$ cat config.mk
export PLATFORM = sky130hd
export DESIGN_NAME = memory_stage_access_unit
export DESIGN_NICKNAME = d
export VERILOG_FILES = /design/src/rtl/memory_stage_access_unit.sv
export SDC_FILE = /design/constraint.sdc
export NUM_CORES = 1
export LEC_CHECK = 0
export ABC_AREA = 1
export ABC_CLOCK_PERIOD_IN_PS = 1300
export BUFFER_PORTS_ARGS = -buffer_cell sky130_fd_sc_hd__buf_2
export CAP_MARGIN = 10
export CORE_MARGIN = 3
export CORE_UTILIZATION = 52
export CTS_BUF_LIST = sky130_fd_sc_hd__clkbuf_8
export CTS_CLUSTER_SIZE = 12
export DETAILED_ROUTE_END_ITERATION = 8
export PLACE_DENSITY = 0.83
export SLEW_MARGIN = 20
export SYNTH_ARGS = -nofsm -noshare
export SYNTH_HDL_FRONTEND = slang
export SYNTH_SLANG_ARGS = --single-unit
$ cat constraint.sdc
create_clock -name CLK -period 1.3 [get_ports CLK]
set_input_delay 0.065 -clock CLK [delete_from_list [all_inputs] [get_ports CLK]]
set_output_delay 0.065 -clock CLK [all_outputs]
set_load 0.02 [all_outputs]
$ cat src/rtl/memory_stage_access_unit.sv
// memory_stage_access_unit
// Memory-stage access unit. It turns the M-stage load/store controls into a
// req/ack data-memory transaction and stalls the pipeline while that
// transaction runs. It also owns the MEM/WB pipeline register that feeds
// writeback.
//
// Optional feature: define MEM_TIMEOUT_EN to enable the BUSY watchdog. The
// watchdog aborts a transaction after TIMEOUT_CYCLES BUSY cycles without an
// ack and pulses MemErrM for one cycle. Without the macro, BUSY waits for
// mem_ack indefinitely and MemErrM is tied to 0.

module memory_stage_access_unit #(
    parameter int DATA_WIDTH     = 32,
    parameter int ADDR_WIDTH     = 32,
    parameter int REG_WIDTH      = 5,
    parameter int TIMEOUT_CYCLES = 16
) (
    input  logic                  CLK,
    input  logic                  RST,
    // EX/MEM register outputs (M stage)
    input  logic                  RegWriteM,
    input  logic                  MemtoRegM,
    input  logic                  MemWriteM,
    input  logic [DATA_WIDTH-1:0] ALUOutM,
    input  logic [DATA_WIDTH-1:0] WriteDataM,
    input  logic [REG_WIDTH-1:0]  WriteRegM,
    // data memory port
    output logic                  mem_req,
    output logic                  mem_we,
    output logic [ADDR_WIDTH-1:0] mem_addr,
    output logic [DATA_WIDTH-1:0] mem_wdata,
    input  logic [DATA_WIDTH-1:0] mem_rdata,
    input  logic                  mem_ack,
    // hazard unit
    output logic                  StallM,
    output logic                  MemErrM,
    // MEM/WB register
    output logic                  RegWriteW,
    output logic                  MemtoRegW,
    output logic [DATA_WIDTH-1:0] ReadDataW,
    output logic [DATA_WIDTH-1:0] ALUOutW,
    output logic [REG_WIDTH-1:0]  WriteRegW
);

    typedef enum logic [1:0] {
        S_IDLE = 2'd0,
        S_BUSY = 2'd1,
        S_DONE = 2'd2
    } state_t;

    state_t r_state;
    state_t w_state_next;

    logic                  w_access;    // the M-stage instruction touches memory
    logic                  w_start;     // launch a request this cycle
    logic                  w_ack_ok;    // normal completion this cycle
    logic                  w_abort;     // watchdog expiry without ack this cycle
    logic                  w_expired;   // watchdog at its last BUSY cycle
    logic                  w_stall;
    logic                  w_err;

    logic                  r_mem_req;
    logic                  r_mem_we;
    logic [ADDR_WIDTH-1:0] r_mem_addr;
    logic [DATA_WIDTH-1:0] r_mem_wdata;
    logic [DATA_WIDTH-1:0] r_rdata_hold;

    logic                  r_reg_write_w;
    logic                  r_mem_to_reg_w;
    logic [DATA_WIDTH-1:0] r_read_data_w;
    logic [DATA_WIDTH-1:0] r_alu_out_w;
    logic [REG_WIDTH-1:0]  r_write_reg_w;

    // A load with the store bit also set is treated as a store.
    assign w_access = MemtoRegM | MemWriteM;

`ifdef MEM_TIMEOUT_EN
    localparam int CNT_W = (TIMEOUT_CYCLES > 2) ? $clog2(TIMEOUT_CYCLES) : 1;

    logic [CNT_W-1:0] r_tmo_cnt;
    logic             r_timed_out;

    // Count BUSY cycles; restart from zero on every new request.
    always_ff @(posedge CLK) begin
        if (RST) begin
            r_tmo_cnt <= '0;
        end else if (w_start) begin
            r_tmo_cnt <= '0;
        end else if (r_state == S_BUSY && !w_expired) begin
            r_tmo_cnt <= r_tmo_cnt + 1'b1;
        end
    end

    // Remember that the current DONE cycle came from an abort.
    always_ff @(posedge CLK) begin
        if (RST) begin
            r_timed_out <= 1'b0;
        end else begin
            r_timed_out <= w_abort;
        end
    end

    assign w_expired = (r_tmo_cnt == CNT_W'(TIMEOUT_CYCLES - 1));
    assign w_err     = (r_state == S_DONE) && r_timed_out;
`else
    assign w_expired = 1'b0;
    assign w_err     = 1'b0;
`endif

    // FSM state register.
    always_ff @(posedge CLK) begin
        if (RST) begin
            r_state <= S_IDLE;
        end else begin
            r_state <= w_state_next;
        end
    end

    // FSM next-state logic; an ack beats a simultaneous watchdog expiry.
    always_comb begin
        w_state_next = r_state;
        case (r_state)
            S_IDLE:  if (w_access) w_state_next = S_BUSY;
            S_BUSY:  if (mem_ack || w_expired) w_state_next = S_DONE;
            S_DONE:  w_state_next = S_IDLE;
            default: w_state_next = S_IDLE;
        endcase
    end

    // FSM outputs: transaction strobes, stall and error.
    always_comb begin
        w_start  = 1'b0;
        w_ack_ok = 1'b0;
        w_abort  = 1'b0;
        case (r_state)
            S_IDLE:  w_start  = w_access;
            S_BUSY: begin
                w_ack_ok = mem_ack;
                w_abort  = !mem_ack && w_expired;
            end
            default: ;
        endcase
        // The DONE cycle releases the stall so the MEM/WB register takes the result.
        w_stall = w_access && (r_state != S_DONE);
    end

    // Request registers: loaded on launch and held stable until completion.
    always_ff @(posedge CLK) begin
        if (RST) begin
            r_mem_req   <= 1'b0;
            r_mem_we    <= 1'b0;
            r_mem_addr  <= '0;
            r_mem_wdata <= '0;
        end else if (w_start) begin
            r_mem_req   <= 1'b1;
            r_mem_we    <= MemWriteM;
            r_mem_addr  <= ALUOutM[ADDR_WIDTH-1:0];
            r_mem_wdata <= WriteDataM;
        end else if (w_ack_ok || w_abort) begin
            r_mem_req   <= 1'b0;
        end
    end

    // Read-data holding register; a store or an aborted access returns zero.
    always_ff @(posedge CLK) begin
        if (RST) begin
            r_rdata_hold <= '0;
        end else if (w_ack_ok) begin
            r_rdata_hold <= r_mem_we ? '0 : mem_rdata;
        end else if (w_abort) begin
            r_rdata_hold <= '0;
        end
    end

    // MEM/WB register: advance when not stalled, otherwise insert a bubble.
    always_ff @(posedge CLK) begin
        if (RST) begin
            r_reg_write_w  <= 1'b0;
            r_mem_to_reg_w <= 1'b0;
            r_read_data_w  <= '0;
            r_alu_out_w    <= '0;
            r_write_reg_w  <= '0;
        end else if (!w_stall) begin
            r_reg_write_w  <= RegWriteM;
            r_mem_to_reg_w <= MemtoRegM;
            r_read_data_w  <= (r_state == S_DONE) ? r_rdata_hold : '0;
            r_alu_out_w    <= ALUOutM;
            r_write_reg_w  <= WriteRegM;
        end else begin
            r_reg_write_w  <= 1'b0;
            r_mem_to_reg_w <= 1'b0;
        end
    end

    assign mem_req   = r_mem_req;
    assign mem_we    = r_mem_we;
    assign mem_addr  = r_mem_addr;
    assign mem_wdata = r_mem_wdata;
    assign StallM    = w_stall;
    assign MemErrM   = w_err;
    assign RegWriteW = r_reg_write_w;
    assign MemtoRegW = r_mem_to_reg_w;
    assign ReadDataW = r_read_data_w;
    assign ALUOutW   = r_alu_out_w;
    assign WriteRegW = r_write_reg_w;

endmodule
-- After elaboration in Yosys (flattened, before gate mapping)
Index checks and enable logic that the tools add are counted.
- output and inout port bits: 139
- input port bits: 107
- word-level logic and storage cells: 31
- flip-flop bits (word level): 171
- equal/unequal tests: 5
- reduce and logical (&&, ||, !) cells: 5
- bitwise gates (word level): 1
- mux-type cells: 9
- operator list (kind ; number):
    2-to-1 mux 32 bit ; 2
    inequality test 2 bit (second input constant) ; 3
    2-to-1 mux 1 bit ; 4
    2-to-1 mux 2 bit ; 2
    case mux 2 bit (2 select lines) ; 1
    equality test 2 x 1 -> 1 bit (second input constant) ; 1
    equality test 2 bit (second input constant) ; 1
    zero test 2 bit ; 1
    AND reduction 2 bit ; 1
    nonzero test 2 bit ; 1
    OR reduction 2 bit ; 1
    logical AND 1 bit ; 1
    OR 1 bit ; 1

-- Depth between registers and ports, before layout
- word-level depth: 4
- gate-level depth with buffers: 7
- depth with buffers taken out: 6

-- Least setup slack after synthesis
No wires, ideal clock.
- path kind: register -> register
- start: reg r_mem_we (netlist: mem_we)
- end: reg r_rdata_hold[19]
- arrival: 1104 ps
- stages on the path, launching flop included: 6
- period minus slack after synthesis: 1218 ps
- setup slack: 82 ps
- path buffers: 2
- required time: 1186 ps
- library setup time: 114 ps
- path through: dfxtp_1 > inv_1 > clkbuf_1 > buf_2 > a21oi_1 > nor2_1
- longest elaborated chain between the ends: 1
- RTL lines (element ; line ; text):
    start: declaration ; 63 ; logic r_mem_we;
    start signal: assignment ; 156 ; r_mem_we <= MemWriteM;
    2-to-1 mux 32 bit ; 169 ; r_rdata_hold <= r_mem_we ? '0 : mem_rdata;
    end signal: assignment ; 169 ;
    end: declaration ; 66 ; logic [DATA_WIDTH-1:0] r_rdata_hold;
Every way passes these cells.
A chain may end at the register's enable or synchronous reset.

-- Worst setup path in the final report
- start: reg r_state[1]
- end: reg r_mem_wdata[22] (netlist: mem_wdata[22])
- longest elaborated chain between the ends: 2
- RTL lines (element ; line ; text):
    start: declaration ; 51 ; state_t r_state;
    start signal: assignment ; 115 ; r_state <= w_state_next;
    zero test 2 bit ; 135 ; case (r_state)
    2-to-1 mux 1 bit ; 135 ;
    end signal: assignment ; 158 ; r_mem_wdata <= WriteDataM;
    end: declaration ; 65 ; logic [DATA_WIDTH-1:0] r_mem_wdata;
Every way passes these cells.

==> qor.txt <==
Status: complete, but fails checks
Failing checks: negative setup slack
I/O pin count: 246
CTS tree: built
Crit path required time: 1.65 ns
Wire per inst: 16.31 microns
DRC: 0
Max-slew violations: 0
Largest net degree at the start of global routing: 73
Seq/Total Area, Yosys: 0.4944
Routability cong.: 0.7845
Tot GR Track Use: 0.3053
Routed WL: 23.65 mm
Number of max-cap violations: 0
Post-Synthesis Cells: 934
First-pass GRT wire length: 35.81 mm
Maximum clock insertion buffer count: 2
Clock skew: 0.006785 ns
HP Class: primary input to register
Nets: 1372
CP top delay family: simple AND/OR/NAND/NOR gates
Data arrival, critical path: 1.65 ns
Worst path max stage delay: 0.37 ns
Crit path max-delay cell type: dfxtp_4
Layout cell share with drive strength beyond 1: 0.2506
Width of the die: 121.4 microns
Vias in the first global route: 7329
TritonCTS Buffers: 17
Critical path class: register to register
Crit. End Element: register
Sink Count: 171
RSZ-0062 raised after global routing: true
Mapped Nets: 1041
Core ar.: 0.01282 sq mm
Antenna Nets Post-Route: 0
Buf/Inv on CP: 3
Distinct cells, synth: 21
YS warnings: 0
Most frequent cells in the layout: buf_2, nor2_1, nand2_1, dfxtp_1, dlygate4sd3_1
P_leak: 5.007 nW
Max Fclk: 767.6 MHz
Commonest non-fill, non-tap cell in the layout: buf_2
Synthesis-to-layout area growth: 44.29%
Site row count: 41
Die ar.: 0.01474 sq mm
Synthesized cell area: 0.006924 sq mm
Dpl hpwl: 11.88 mm
Post-DP Area: 0.008344 sq mm
Hold Fails Final Rpt: 0
DR vias: 7618
CTS root buf: clkbuf_8
Die height: 121.4 microns
Worst Path Max Fanout: 8
Cell Pwr Density: 1241 mW/mm^2
Final worst slack: -0.002738 ns
Maximum VDD drop: 0.0005907 V
DRT iter0 DRCs: 678
CP startpoint kind: register
Via density: 5.254
H-Tree Depth: 4
Final Cycle Share: 1.002
GRT overflow: 0
Clock Latency Late Sink: 0.45 ns
Cells along the critical path: buf_6 -> nor2_4 -> buf_6 -> buf_12 -> nand3b_1 -> nand2_1 -> nor2_1
Design Area, Final: 0.009991 sq mm
Number of synthesized register bits: 171
DRT Pass-1 Iters: 5
Initial antenna violation count: 1
Setup violators final: 1
Starting Density: 0.5399
Crit path top cell by count: buf_6
Clock transition at path regs: 0.09 ns
Design Power: 12.40 mW
PortBufs: 244
Final worst path period need: 1.303 ns
Mean Syn Cell Area: 7.413 sq um
-- layer usage --
layer	GRT usage	routed length, microns
met5	0	7
met4	0.1709	1214
met3	0.09044	2079
met2	0.5216	11560
met1	0.3377	8785
-- path summary, 6_finish.rpt --
| path | from | end | slack (ns) | depth (start not counted) |
|---|---|---|---|---|
| worst min-delay path | MemWriteM | ReadDataW[30]$_SDFFE_PP0N_ | 0.30 | 6 |
| worst max-delay path | r_state[1]$_SDFFE_PP0P_ | mem_wdata[22]$_SDFFE_PP0P_ | -0.003 | 7 |
| worst max register to register | r_state[1]$_SDFFE_PP0P_ | mem_wdata[22]$_SDFFE_PP0P_ | -0.003 | 7 |
| worst min register to register | r_rdata_hold[4]$_SDFFE_PP0P_ | ReadDataW[4]$_SDFFE_PP0N_ | 0.47 | 2 |
-- flip-flops by register name, summed over array words and instances (netlist names) --
signal,cells
ALUOutW,32
MemtoRegW,1
WriteRegW,5
r_rdata_hold,32
ReadDataW,32
mem_wdata,32
mem_addr,32
mem_we,1
r_state,2
RegWriteW,1
mem_req,1
-- where the power goes --
group / total (mW) / internal, mW / leakage (nW) / switching, mW
sequential: 5.86 / 5.64 / 1.41 / 0.217
clock: 3.64 / 1.81 / 0.205 / 1.83
combinational: 2.90 / 1.21 / 3.39 / 1.69
total: 12.4 / 8.66 / 5.01 / 3.74
-- tightest hold or removal path, cell delays in order --
cell and delay [ns]:
buf_2 0.11, inv_1 0.08, nand2_4 0.08, buf_12 0.21, nand3_1 0.10, a21oi_1 0.05
-- final cells by class --
cell class | instances | area, sq um
Fill cell | 826 | 2834
Timing Repair Buffer | 382 | 2790
Clock inverter | 11 | 105.1
Multi-Input combinational cell | 647 | 2989
Tap cell | 172 | 215.2
Clock buffer | 20 | 275.3
Inverter | 46 | 182.7
Sequential cell | 171 | 3431
Antenna cell | 1 | 2.502
-- synth_stat cells, drive strengths merged --
master  count  area [sq um]
dfxtp     171          3423
nand2     200         755.7
nand3b    102         765.7
a21oi      64         320.3
clkbuf     14         52.55
conb        1         3.750
inv        46         172.7
nor3        2         10.01
o21ai       3         15.01
nor2      242         920.9
buf        56         314.1
nand3      33         170.2
-- timing repair --
action | 4_1_cts | 5_1_grt
endpoints found under the hold margin | 137 | 0
setup buffers | 5 | 2
cloned | 0 | 5
setup endpoints to repair | 1 | 67
pin swaps | 6 | 23
resized for setup | 9 | 9
hold buffers | 106 | 0
-- stage by stage --
| stage | instances | setup TNS [ns] | util | setup slack (ns) | hold slack, ns |
|---|---|---|---|---|---|
| global route | 1449 | -0.7125 | 0.7788 | -0.04775 | 0.3125 |
| finish | 1450 | -0.002738 | 0.7790 | -0.002738 | 0.2957 |
| CTS | 1443 | -0.1079 | 0.7677 | -0.07277 | 0.1767 |
| floorplan | 934 | 0 | - | 0.08212 | 0.1822 |
| global placement | 1301 | 0 | 0.6506 | 0.08657 | 0.2955 |
| detailed placement | 1301 | 0 | 0.6506 | 0.04801 | 0.2954 |
-- logic make-up after synthesis --
family	share of synthesized area
and+or+nand+nor	0.3787
other	0.0005416
AOI/OAI and AO/OA	0.04843
buffers and inverters	0.07788
DFF	0.4944
(Power assumes the default switching activity.)
